### config.mk
export PLATFORM = sky130hd
export DESIGN_NAME = fixed_point_arith
export DESIGN_NICKNAME = d
export VERILOG_FILES = /design/src/rtl/fixed_point_arith.sv
export SDC_FILE = /design/constraint.sdc
export NUM_CORES = 2
export LEC_CHECK = 0
export CORE_MARGIN = 3
export CORE_UTILIZATION = 50
export CTS_CLUSTER_SIZE = 25
export DETAILED_ROUTE_END_ITERATION = 8
export PLACE_DENSITY = 0.68
export SLEW_MARGIN = 15
export SYNTH_ARGS = -nofsm -noshare
export SYNTH_HDL_FRONTEND = slang
export SYNTH_SLANG_ARGS = --single-unit
### constraint.sdc
create_clock -name clock -period 19.7 [get_ports clock]
set_clock_uncertainty 0.2 [all_clocks]
set_input_delay 2.955 -clock clock [delete_from_list [all_inputs] [get_ports clock]]
set_output_delay 2.955 -clock clock [all_outputs]
set_load 0.01 [all_outputs]
### src/rtl/fixed_point_arith.sv
// Registered unsigned Qwhole.fraction add/subtract/multiply unit.
// All three results and their flags load together one clock after calculate_en.
module fixed_point_arith #(
  parameter int wholeWidth    = 16,
  parameter int fractionWidth = 16
) (
  input  logic                                 clock,
  input  logic                                 reset,
  input  logic                                 calculate_en,
  input  logic [wholeWidth+fractionWidth-1:0]  valueOne,
  input  logic [wholeWidth+fractionWidth-1:0]  valueTwo,
  output logic [wholeWidth+fractionWidth-1:0]  addend,
  output logic [wholeWidth+fractionWidth-1:0]  difference,
  output logic [wholeWidth+fractionWidth-1:0]  product,
  output logic                                 result_valid,
  output logic                                 add_carry,
  output logic                                 sub_borrow,
  output logic                                 mul_overflow
);

  localparam int N = wholeWidth + fractionWidth;

  // Handshake: there is no ready; every calculate_en edge is accepted. result_valid
  // is high for exactly the cycle following each accepting edge, so back-to-back
  // enables keep it high continuously.

  logic [N:0]     sumFull;
  logic [N-1:0]   diffWrap;
  logic           borrowNext;
  logic [2*N-1:0] fullProduct;
  logic [N-1:0]   productAligned;
  logic           overflowNext;
  logic           unusedProdBits;

  assign sumFull        = {1'b0, valueOne} + {1'b0, valueTwo};
  assign diffWrap       = valueOne - valueTwo;
  assign borrowNext     = (valueOne < valueTwo);
  assign fullProduct    = (2*N)'(valueOne) * (2*N)'(valueTwo);

  // Dropping the low fraction bits realigns the binary point and truncates toward zero.
  assign productAligned = fullProduct[fractionWidth +: N];
  assign overflowNext   = |fullProduct[2*N-1 : N+fractionWidth];
  assign unusedProdBits = ^fullProduct[fractionWidth-1:0];

  always_ff @(posedge clock) begin
    if (reset) begin
      addend       <= '0;
      difference   <= '0;
      product      <= '0;
      result_valid <= 1'b0;
      add_carry    <= 1'b0;
      sub_borrow   <= 1'b0;
      mul_overflow <= 1'b0;
    end else if (calculate_en) begin
      addend       <= sumFull[N-1:0];
      difference   <= diffWrap;
      product      <= productAligned;
      result_valid <= 1'b1;
      add_carry    <= sumFull[N];
      sub_borrow   <= borrowNext;
      mul_overflow <= overflowNext;
    end else begin
      result_valid <= 1'b0;
    end
  end

endmodule

Word level (Yosys, flattened, before mapping)
Cells that the tools add are included.

Add/subtract/negate cells: 2. $mul: 1. Divide/modulo/power cells: 0. $lt $le $gt $ge: 1. Equal/unequal tests: 0. Shift operators: 0. Muxes and demuxes: 1. Bitwise gates (word level): 0. Reductions and logical operators: 1.

Operators with widths (number): multiplier 32 x 32 -> 64 bit (1); adder 32 x 32 -> 33 bit (1); < comparator 32 bit (1); subtractor 32 bit (1); OR reduction 16 bit (1); 2-to-1 mux 1 bit (1).

Register bits: 100. Latch bits: 0. Bits in writable memories: 0. Bits in read-only memories: 0. Bits of input ports: 67. Output and inout bits: 100. Logic and storage cells: 13. Memories: 0.

Longest topological paths before layout
Depth after elaboration: 2. Mapped depth: 32. Gate-level depth less buffers: 30.

Worst setup path after synthesis
No wires, ideal clock.

Kind: input-to-reg. Start: input valueOne[29]. End: register mul_overflow. Library setup time: 0.074 ns. Data arrival time: 9.943 ns. Required time: 19.426 ns. Path slack: 9.483 ns. Cell stages on the path: 28. Buffers on the path: 1. Path through: clkbuf_1 > nand2_1 > fa_1 > inv_1 > fa_1 > inv_1 > fa_1 > fa_1 > inv_1 > fa_1 > fa_1 > fa_1 > inv_1 > fa_1 > inv_1 > ha_1 > a21o_1 > a21o_1 > a2111oi_0 > o41ai_1 > nor2_1 > o31ai_2 > a21oi_1 > o21ai_1 > a21o_1 > mux2_1 > o211a_1 > a31oi_1.

Word-level cells in the longest chain between the ends: 2.

RTL lines: from (decl) (line 10) `input logic [wholeWidth+fractionWidth-1:0] valueOne,`; multiplier 32 x 32 -> 64 bit (line 38) `assign fullProduct = (2*N)'(valueOne) * (2*N)'(valueTwo);`; OR reduction 16 bit (line 42) `assign overflowNext = |fullProduct[2*N-1 : N+fractionWidth];`; to (signal assigned) (line 61) `mul_overflow <= overflowNext;`; to (decl) (line 18) `output logic mul_overflow`.

No other way between the ends. A chain may end at the register's enable or synchronous reset.

Worst setup path after layout
Start: input valueOne[16]. End: register mul_overflow.

The elaborated chain is that of the path after synthesis.

==> out/metrics.yaml <==
logic_synthesis:
  postSynthAreaPerCell_um2: 8.844
  netlist_area_um2: 39640
  yosys_most_used_dff: "dfxtp_1"
  ys_ff_latch: 99
  synthCells: 4482
  synth-edff-count: 0
  ys_async_sr_fraction_pct: 0
  synth_nets: 5771
  yosysUniqueCellTypes: 83
  synth.yosys.seq_area_share_pct: 5.000
  ys_warn_count: 0
placed_design:
  io_buffer_count: 166
  gp_congestion: 0.9636
  dp_hpwl_um: 90930
clocking:
  clk_path_buf_depth: 2
  holdBufCountCts: 0
  post_cts_buffers: 0
  clockRootBuffer: "clkbuf_16"
  cts.sinks: 99
  cts_buffers: 9
  htreeDepth: 3
  clkSlewWorstSetupHoldPaths_ns: 0.07
  cts-resized-gates: 0
  clkLatencyLatePin_ns: 0.37
  cts_tree: "built"
sta:
  fin_crit_ns: 12.18
  hold_viol: 0
  setup_tns_ns: 0
  worst_slew_pin_slew_ns: 1.153
  max-slew-margin-rel_pct: 22.16
  final-max-slew-violation-count: 0
  rsz0062_at_grt: "false"
  setup_violations: 0
  finalCritPeriodShare_pct: 61.82
  fmax_mhz: 82.11
setup_path:
  crit_path_end_kind: "register"
  max_stage_delay_ns: 0.96
  worst-path-buf-inv: 6
  worst-setup-path-type: "primary input to register"
  cp.required_ns: 19.76
  arrival_ns: 12.24
  cpMaxStageDelayCell: "o311ai_0"
  crit_top_cell: "fa_1"
  setup.worst_path.start_class: "primary input"
  path_max_fanout: 33
  crit_family: "adder cells"
routing:
  ant_nets: 0
  viasPerCell: 5.511
  firstDrtPassIters: 5
  wirelength_um: 118600
  wire_per_inst_um: 21.50
  drc_errors: 0
  via_count: 30400
  drt_iter0_drc: 1970
run_status:
  status: "finished, final reports clean"
grt:
  grt_max_degree: 73
  antenna_found_initial: 3
  grt_use_met3_pct: 4.173
  grt_pass1_vias: 32590
  gr-total-overflow: 0
  grt.total_usage_pct: 29.76
  grt_pass1_wl_um: 187700
  use_met2_pct: 51.39
  top_usage_layer: "met2"
  met1_usage_pct: 36.62
die:
  initial_utilization_pct: 50.83
  num_rows: 102
  die_x_um: 287.6
  die_area_um2: 82690
  pin_count: 167
  core_um2: 77980
  die_y_um: 287.6
cells_and_area:
  nets: 5757
  drive_gt1_share_pct: 2.683
  syn2layout_area_growth_pct: 6.922
min_path:
  hold_path_class: "register to register"
run:
  maxCapViolations: 0
sequential cells by signal (all words and copies together), names as in the netlist:
register,flops
addend,32
sub_borrow,1
product,32
result_valid,1
mul_overflow,1
add_carry,1
difference,31
synthesized netlist by cell type (5+ instances only):
cell type  count  share of area [%]
a211oi_1      34               0.64
a21o_1        49               0.93
a21oi_1      125                1.6
a311oi_1       7               0.15
a31oi_1       12               0.19
and2_1       611                9.6
and3_1         8               0.13
buf_1          9              0.085
clkbuf_1     241                2.3
dfxtp_1       99                5.0
fa_1         896                 45
ha_1         326                 10
inv_1        998                9.5
mux2i_1       45                1.1
nand2_1      403                3.8
nand2b_1      12               0.19
nand3_1       23               0.29
nand3b_1       6               0.11
nand4_1       10               0.16
nor2_1       226                2.1
nor2b_1       16               0.25
nor3_1        30               0.38
nor4_1         5              0.079
o211ai_1       5              0.095
o21ai_0       49               0.62
o21ai_1       15               0.19
o21bai_1      23               0.44
o22ai_1        6              0.095
or3_1         10               0.16
xnor2_1       63                1.4
xor2_1        26               0.57
path summary, 6_finish.rpt:
path	startpoint	end	slack (ns)	cells past startpoint
worst min register to register	difference[27]	difference[27]	0.28	2
worst min-delay path	difference[27]	difference[27]	0.28	2
worst max register to register	difference[31]	difference[31]	18.55	2
worst max-delay path	valueOne[16]	mul_overflow	7.52	28
cells by family (layout without fill, tap and decap cells):
| logic type | Yosys count | count (layout) | share of synthesized area (%) |
|---|---|---|---|
| flops | 99 | 99 | 5.000 |
| other cells | 0 | 3 | 0 |
| fa+ha+maj | 1222 | 1222 | 55.54 |
| mux | 46 | 46 | 1.165 |
| compound gates | 388 | 388 | 6.572 |
| buf+inv | 1256 | 1247 | 11.93 |
| simple gates | 1382 | 1382 | 17.82 |
| xor+xnor | 89 | 89 | 1.967 |
cell usage in the layout, fill, tap and decap left out, types with 5 or more instances in the layout:
master and count:
or3_1 10, nand3_1 23, ha_1 326, a31oi_1 12, buf_2 6, o21ai_0 49
a211oi_1 34, nand3b_1 6, nand4_1 10, o21bai_1 23, clkbuf_16 9, a21o_1 49
a311oi_1 7, fa_1 896, inv_1 998, mux2i_1 45, o21ai_1 15, nand2_1 403
nor2b_1 16, a21oi_1 125, buf_4 67, and2_1 611, nand2b_1 12, nor4_1 5
dfxtp_1 99, nor3_1 30, o211ai_1 5, nor2_1 226, o22ai_1 6, xor2_1 26
and3_1 8, xnor2_1 63, clkdlybuf4s50_1 158
layer usage:
layer	share of wire, %	wire length [µm]
met1	38	45240
met2	50	59410
met3	6.0	7110
met4	5.7	6797
met5	0.011	13
final cells by class:
| class | count | area (µm²) |
|---|---|---|
| inverter | 1000 | 3754 |
| sequential | 99 | 1982 |
| clock buffer | 10 | 239.0 |
| antenna | 3 | 7.507 |
| clock inverter | 6 | 58.81 |
| timing repair buffer | 231 | 2115 |
| multi-input combinational | 3127 | 32930 |
| fill | 7248 | 35600 |
| tap | 1040 | 1301 |
tightest hold or removal path, cell delays in order (launching register included):
cell	delay, ns
dfxtp_1	0.31
nand2_1	0.06
o22ai_1	0.06
through the flow:
stage	worst slack (ns)	hold WS [ns]	cells	utilization [%]	instance area, µm²
6_report	7.521	0.2805	5516	54.35	42380
5_1_grt	7.290	0.2989	5513	54.34	42370
4_1_cts	7.768	0.2799	5513	54.34	42370
3_5_place_dp	7.391	0.2687	5497	53.96	42080
3_3_place_gp	7.339	0.2712	5497	53.96	42080
2_1_floorplan	9.483	0.2953	4482	-	39640
Power is left out: the tool's default activity adds up to more than one toggle a clock period on the data nets, which glitch-free logic cannot reach.
